`config.mk`:
```
export PLATFORM = sky130hd
export DESIGN_NAME = register_scoreboard
export DESIGN_NICKNAME = d
export VERILOG_FILES = /design/src/rtl/register_scoreboard.sv
export SDC_FILE = /design/constraint.sdc
export NUM_CORES = 1
export LEC_CHECK = 0
export ABC_CLOCK_PERIOD_IN_PS = 4700
export CAP_MARGIN = 20
export CORE_MARGIN = 5
export CORE_UTILIZATION = 42
export DETAILED_ROUTE_END_ITERATION = 10
export SLEW_MARGIN = 5
export SYNTH_ARGS = -nofsm -noshare
export SYNTH_HDL_FRONTEND = slang
export SYNTH_SLANG_ARGS = --single-unit
```
`constraint.sdc`:
```
create_clock -name clock -period 4.7 [get_ports clock]
set_input_delay 0.94 -clock clock [delete_from_list [all_inputs] [get_ports clock]]
set_output_delay 0.94 -clock clock [all_outputs]
set_load 0.02 [all_outputs]
```
`src/rtl/register_scoreboard.sv`:
```
`default_nettype none
// ============================================================================
//  Module   : register_scoreboard
//  Purpose  : Register-write scoreboard between decode and writeback. Tracks
//             outstanding writers per architectural register (1..31) and a
//             global in-flight count, and blocks issue on RAW hazards or when
//             the in-flight limit is reached. A retire in the current cycle is
//             bypassed into both hazard and limit checks.
//  Option   : SCOREBOARD_STATS_EN - adds a 32-bit stallCycles counter output.
//  Revision : 1.0 - initial release
// ============================================================================
module register_scoreboard #(
    parameter int MAX_INFLIGHT = 3,
    parameter int COUNT_WIDTH  = 3
) (
    input  logic                   clock,
    input  logic                   reset,
    input  logic                   issueValid,
    output logic                   issueReady,
    input  logic [4:0]             issueReadId1,
    input  logic [4:0]             issueReadId2,
    input  logic [1:0]             issueReadUsed,
    input  logic                   issueWriteEnabled,
    input  logic [4:0]             issueWriteId,
    input  logic                   retireValid,
    input  logic [4:0]             retireWriteId,
    output logic [1:0]             stallReason,
    output logic [31:0]            pendingMask,
    output logic [COUNT_WIDTH-1:0] inFlight,
    output logic                   underflowError
`ifdef SCOREBOARD_STATS_EN
    ,
    output logic [31:0]            stallCycles
`endif
);

    localparam logic [COUNT_WIDTH-1:0] C_CNT_MAX = {COUNT_WIDTH{1'b1}};
    localparam logic [COUNT_WIDTH-1:0] C_LIMIT   = COUNT_WIDTH'(MAX_INFLIGHT);
    localparam logic [COUNT_WIDTH-1:0] C_ONE     = COUNT_WIDTH'(1);
    localparam logic [COUNT_WIDTH-1:0] C_ZERO    = '0;

    // Per-register counts as seen by all lookups; entry 0 is hard-wired zero.
    logic [COUNT_WIDTH-1:0] w_cnt [32];

    logic [COUNT_WIDTH-1:0] r_inFlight;
    logic                   r_underflow;

    logic [COUNT_WIDTH-1:0] w_rdCnt1;
    logic [COUNT_WIDTH-1:0] w_rdCnt2;
    logic [COUNT_WIDTH-1:0] w_retCnt;
    logic [COUNT_WIDTH-1:0] w_wrCnt;
    logic                   w_retireLive;
    logic                   w_retireUnder;
    logic                   w_haz1;
    logic                   w_haz2;
    logic                   w_hazard;
    logic                   w_full;
    logic                   w_fire;
    logic                   w_issueTracked;
    logic                   w_sameReg;
    logic                   w_incOk;

    assign w_rdCnt1 = w_cnt[issueReadId1];
    assign w_rdCnt2 = w_cnt[issueReadId2];
    assign w_retCnt = w_cnt[retireWriteId];
    assign w_wrCnt  = w_cnt[issueWriteId];

    // A retire only counts when it matches a tracked writer; otherwise it is an underflow.
    assign w_retireLive  = retireValid && (retireWriteId != 5'd0) && (w_retCnt != C_ZERO);
    assign w_retireUnder = retireValid && (retireWriteId != 5'd0) && (w_retCnt == C_ZERO);

    // A source is hazardous unless its last outstanding writer retires this very cycle.
    assign w_haz1 = issueReadUsed[0] && (issueReadId1 != 5'd0) && (w_rdCnt1 != C_ZERO) &&
                    !(retireValid && (retireWriteId == issueReadId1) && (w_rdCnt1 == C_ONE));
    assign w_haz2 = issueReadUsed[1] && (issueReadId2 != 5'd0) && (w_rdCnt2 != C_ZERO) &&
                    !(retireValid && (retireWriteId == issueReadId2) && (w_rdCnt2 == C_ONE));
    assign w_hazard = w_haz1 || w_haz2;

    // The limit only blocks instructions that would actually add a tracked writer.
    assign w_full = issueWriteEnabled && (issueWriteId != 5'd0) &&
                    (r_inFlight == C_LIMIT) && !w_retireLive;

    assign issueReady  = !w_hazard && !w_full;
    assign stallReason = w_hazard ? 2'd1 : (w_full ? 2'd2 : 2'd0);

    assign w_fire         = issueValid && issueReady;
    assign w_issueTracked = w_fire && issueWriteEnabled && (issueWriteId != 5'd0);
    assign w_sameReg      = w_retireLive && (retireWriteId == issueWriteId);

    // Saturation guard: a net-zero update (same-register retire) is always safe,
    // otherwise neither the target count nor the global count may be all-ones.
    assign w_incOk = w_issueTracked &&
                     (w_sameReg ||
                      ((w_wrCnt != C_CNT_MAX) && ((r_inFlight != C_CNT_MAX) || w_retireLive)));

    generate
        for (genvar i = 0; i < 32; i++) begin : g_cnt
            if (i == 0) begin : g_zero
                assign w_cnt[i] = C_ZERO;
            end else begin : g_track
                logic [COUNT_WIDTH-1:0] r_cnt;
                logic                   w_inc;
                logic                   w_dec;

                assign w_inc = w_incOk && (issueWriteId == 5'(i));
                assign w_dec = w_retireLive && (retireWriteId == 5'(i));

                // Per-register writer count; simultaneous issue and retire cancel out.
                always_ff @(posedge clock or posedge reset) begin
                    if (reset) begin
                        r_cnt <= C_ZERO;
                    end else if (w_inc && !w_dec) begin
                        r_cnt <= r_cnt + C_ONE;
                    end else if (w_dec && !w_inc) begin
                        r_cnt <= r_cnt - C_ONE;
                    end
                end

                assign w_cnt[i] = r_cnt;
            end
        end
    endgenerate

    // Global outstanding-writer count tracks the sum of the per-register counts.
    always_ff @(posedge clock or posedge reset) begin
        if (reset) begin
            r_inFlight <= C_ZERO;
        end else if (w_incOk && !w_retireLive) begin
            r_inFlight <= r_inFlight + C_ONE;
        end else if (w_retireLive && !w_incOk) begin
            r_inFlight <= r_inFlight - C_ONE;
        end
    end

    // Sticky underflow flag, cleared only by reset.
    always_ff @(posedge clock or posedge reset) begin
        if (reset) begin
            r_underflow <= 1'b0;
        end else if (w_retireUnder) begin
            r_underflow <= 1'b1;
        end
    end

    // Pending mask derived directly from the counts; bit 0 is never set.
    always_comb begin
        pendingMask = '0;
        for (int i = 1; i < 32; i++) begin
            pendingMask[i] = (w_cnt[i] != C_ZERO);
        end
    end

    assign inFlight       = r_inFlight;
    assign underflowError = r_underflow;

`ifdef SCOREBOARD_STATS_EN
    logic [31:0] r_stallCycles;

    // Counts cycles where decode offers an instruction that cannot issue; wraps naturally.
    always_ff @(posedge clock or posedge reset) begin
        if (reset) begin
            r_stallCycles <= 32'd0;
        end else if (issueValid && !issueReady) begin
            r_stallCycles <= r_stallCycles + 32'd1;
        end
    end

    assign stallCycles = r_stallCycles;
`endif

endmodule
`default_nettype wire
```
==> flow_summary.toml <==
[yosys]
synth.net_count = 913
postSynth.asyncResetShare_pct = 100
ys_types = 74
syn-cell-area_sq_um = 8540
ys_ff_latch = 97
netlist_instances = 822
ys_seq_area_share_pct = 28.4
avgSynthCellArea_sq_um = 10.4
synth_edf_count = 0
yosysWarnings = 0
ys.flop_type = "dfrtp_1"

[critical_path]
ff2ff_setup_slack_ns = 0.75
worst_setup_path_end_kind = "output pin"
endpoint = "stallReason[1]"
critPathLaunch = "issueReadId1[1]"
crit_type = "primary input to output pin"
timing.rr.start = "g_cnt[15].g_track.r_cnt[0]"
startpoint_type = "primary input"
r2r_end = "g_cnt[7].g_track.r_cnt[2]"
crit_required_ns = 3.76
cp_max_fo = 6
reg2reg_depth = 15
critPathArrivalTime_ns = 3.67

[min_path]
hold_depth = 1
min_from = "g_cnt[3].g_track.r_cnt[2]"
hold_path.class = "register to register"

[power_and_ir_drop]
p_clk_share_pct = 12.7
p_int_mw = 3.17
powerDensity_nw_per_um2 = 529
p_leak_nw = 4.51
vdd_ir_drop_max_uv = 252
switching_share_pct = 44.0
power_frac_comb_pct = 51.6
p_sw_mw = 2.49
pwr-share-seq_pct = 35.8
p_total_mw = 5.67

[floorplan]
core-area_sq_um = 20100
rows = 52
die_height_microns = 153
initial_core_util_pct = 42.5
die_area_sq_um = 23300
die_x_microns = 153
pin_count = 66

[clocking]
clk_latency_ns = 0.36
cts.sinks = 97
root_buffer = "clkbuf_16"
tritoncts = "yes"
cts_buffers = 9
cts_setup_buffers = 0
clk_path_buf_depth = 2
cts_hold_buf = 0
cts-htree-levels = 3
clkSlewWorstSetupHoldPaths_ns = 0.06

[timing]
clock.fmax_mhz = 217
timing.final.crit_share_pct = 98.2
hold_viol = 0
setup-violations-final = 0
tightest_slew_ns = 0.833
slew_headroom_pct = 44.5
holdWs_ns = 0.509
min_period_ns = 4.61
slew_violations = 0
finClkSkew_ns = 0.0147

[route]
wire_per_inst_microns = 21.1
drt_iter0_drc = 691
ant_nets = 0
drt_first_pass_iters = 8
totalWireLength_microns = 26500
drc_errors = 0
via_per_inst = 5.77
vias = 7232

[cells_and_area]
final_common_cell = "buf_4"
num_antenna_cells = 0
layout.nets = 1069
mostFrequentLayoutCells = "118 x buf_4, 97 x dfrtp_1, 76 x nor2_1, 74 x xor2_1, 60 x clkdlybuf4s50_1"
postLayoutCoreUtil_pct = 53.3
syn2layout_area_growth_pct = 25.4
final_area_sq_um = 10700
post_route_cells_drive_above_1_share_pct = 28.8

[outcome]
outcome = "finished clean"

[grt]
overflow = 0
grt_max_degree = 54
grt_pass1_wl_microns = 42300
grt.total_usage_pct = 23.0
grt_pass1_vias = 7287
antenna_found_initial = 0

[placed_design]
placed_area_sq_um = 10300
dp_hpwl_microns = 20600
numPortBuffers = 64
gp_congestion = 0.934

[run]
cap_violations = 0
## cell usage after synthesis (4+ instances only)
cell      count  share of area (%)
nand3_1      28                1.6
mux2_2       37                4.9
and3_1        4               0.29
o21ai_0      13               0.76
buf_4         6               0.53
o22ai_1       4               0.29
nand4_1       4               0.29
nand2b_1      6               0.44
xnor2_1      37                3.8
buf_6         4               0.53
a31oi_1       7               0.51
nor3_1       27                1.6
buf_1         8               0.35
clkbuf_1     12               0.53
or3_1        33                2.4
nor2b_1       9               0.66
fa_1         32                7.5
dfrtp_1      97                 28
inv_1        43                1.9
xor2_1       74                7.6
mux2i_1       6               0.70
nor2_1       76                3.3
or2_2        13               0.95
ha_1         32                4.7
a21oi_1      11               0.64
mux4_2       44                 12
buf_2        14               0.82
nand2_1      46                2.0
nor3_2       20                2.3
or2_1         4               0.29
a211oi_1      4               0.35
## stage by stage
| step | std cells | TNS (ns) | setup slack (ns) |
|---|---|---|---|
| CTS | 1253 | 0 | 0.0252 |
| floorplan | 822 | 0 | 0.333 |
| finish | 1253 | 0 | 0.0865 |
| global route | 1253 | -0.00904 | -0.00407 |
| global placement | 1237 | -10.82 | -0.327 |
| detailed placement | 1237 | -15.13 | -0.356 |
## sequential cells by signal, summed over array words and instances, names as in the netlist
name	cells
inFlight	3
underflowError	1
g_cnt.g_track.r_cnt	93
## cell type report
type                    instances  area [sq um]
clock buffers                  10           239
clock inverters                 6          43.8
fillers                      1792          9390
inverters                      45           174
multi-input cells             635          5810
flip-flops and latches         97          2430
well taps                     270           338
repair buffers                190          1680
## power by group through the flow
| stage | Sequential (mW) | Combinational, mW | Clock, mW |
|---|---|---|---|
| global route | 2.12 | 3.17 | 0.763 |
| finish | 2.03 | 2.92 | 0.718 |
| global placement | 2.01 | 2.81 | 0 |
| floorplan | 1.76 | 1.92 | 0 |
| CTS | 2.02 | 2.90 | 0.728 |
| detailed placement | 2.03 | 2.88 | 0 |
## worst min path at each step
stage          slack, ns                          to
5_1_grt             0.54                 inFlight[2]
6_report            0.51   g_cnt[3].g_track.r_cnt[2]
3_3_place_gp        0.50  g_cnt[20].g_track.r_cnt[2]
2_1_floorplan       0.47   g_cnt[1].g_track.r_cnt[2]
4_1_cts             0.51   g_cnt[3].g_track.r_cnt[2]
3_5_place_dp        0.50              underflowError
## what timing repair did
item | 4_1_cts | 5_1_grt
pin swaps | 0 | 2
gates resized for setup | 7 | 16
endpoints found under the setup margin | 4 | 47
## routing by layer
layer  global-route usage (%)  up-vias  share of wire, %
met2                     35.4      353                45
met5                        0        -                 0
met1                     33.2     3580                43
met4                     7.17        0               3.3
met3                     4.29       67               8.7
li1                         -     3232                 -
## cell families after synthesis
logic type	count (synthesis)	share of synthesized area, %
adders and majority gates	64	12.2
xor gates and xnor gates	111	11.4
buffers and inverters	90	4.79
AOI/OAI and AO/OA	79	7.00
DFF	97	28.4
and+or+nand+nor	291	18.4
muxes	89	17.8
other	1	0.0439
## worst max-delay path, cell delays in order
cell and delay [ns]:
clkdlybuf4s50_1 0.40, buf_4 0.18, inv_4 0.10, mux4_2 0.50, mux4_2 0.52, a2111oi_4 0.31
buf_4 0.17, a31oi_4 0.05, and2_1 0.18, dlygate4sd2_1 0.31
Note: power is estimated with default switching activity, not from simulation.
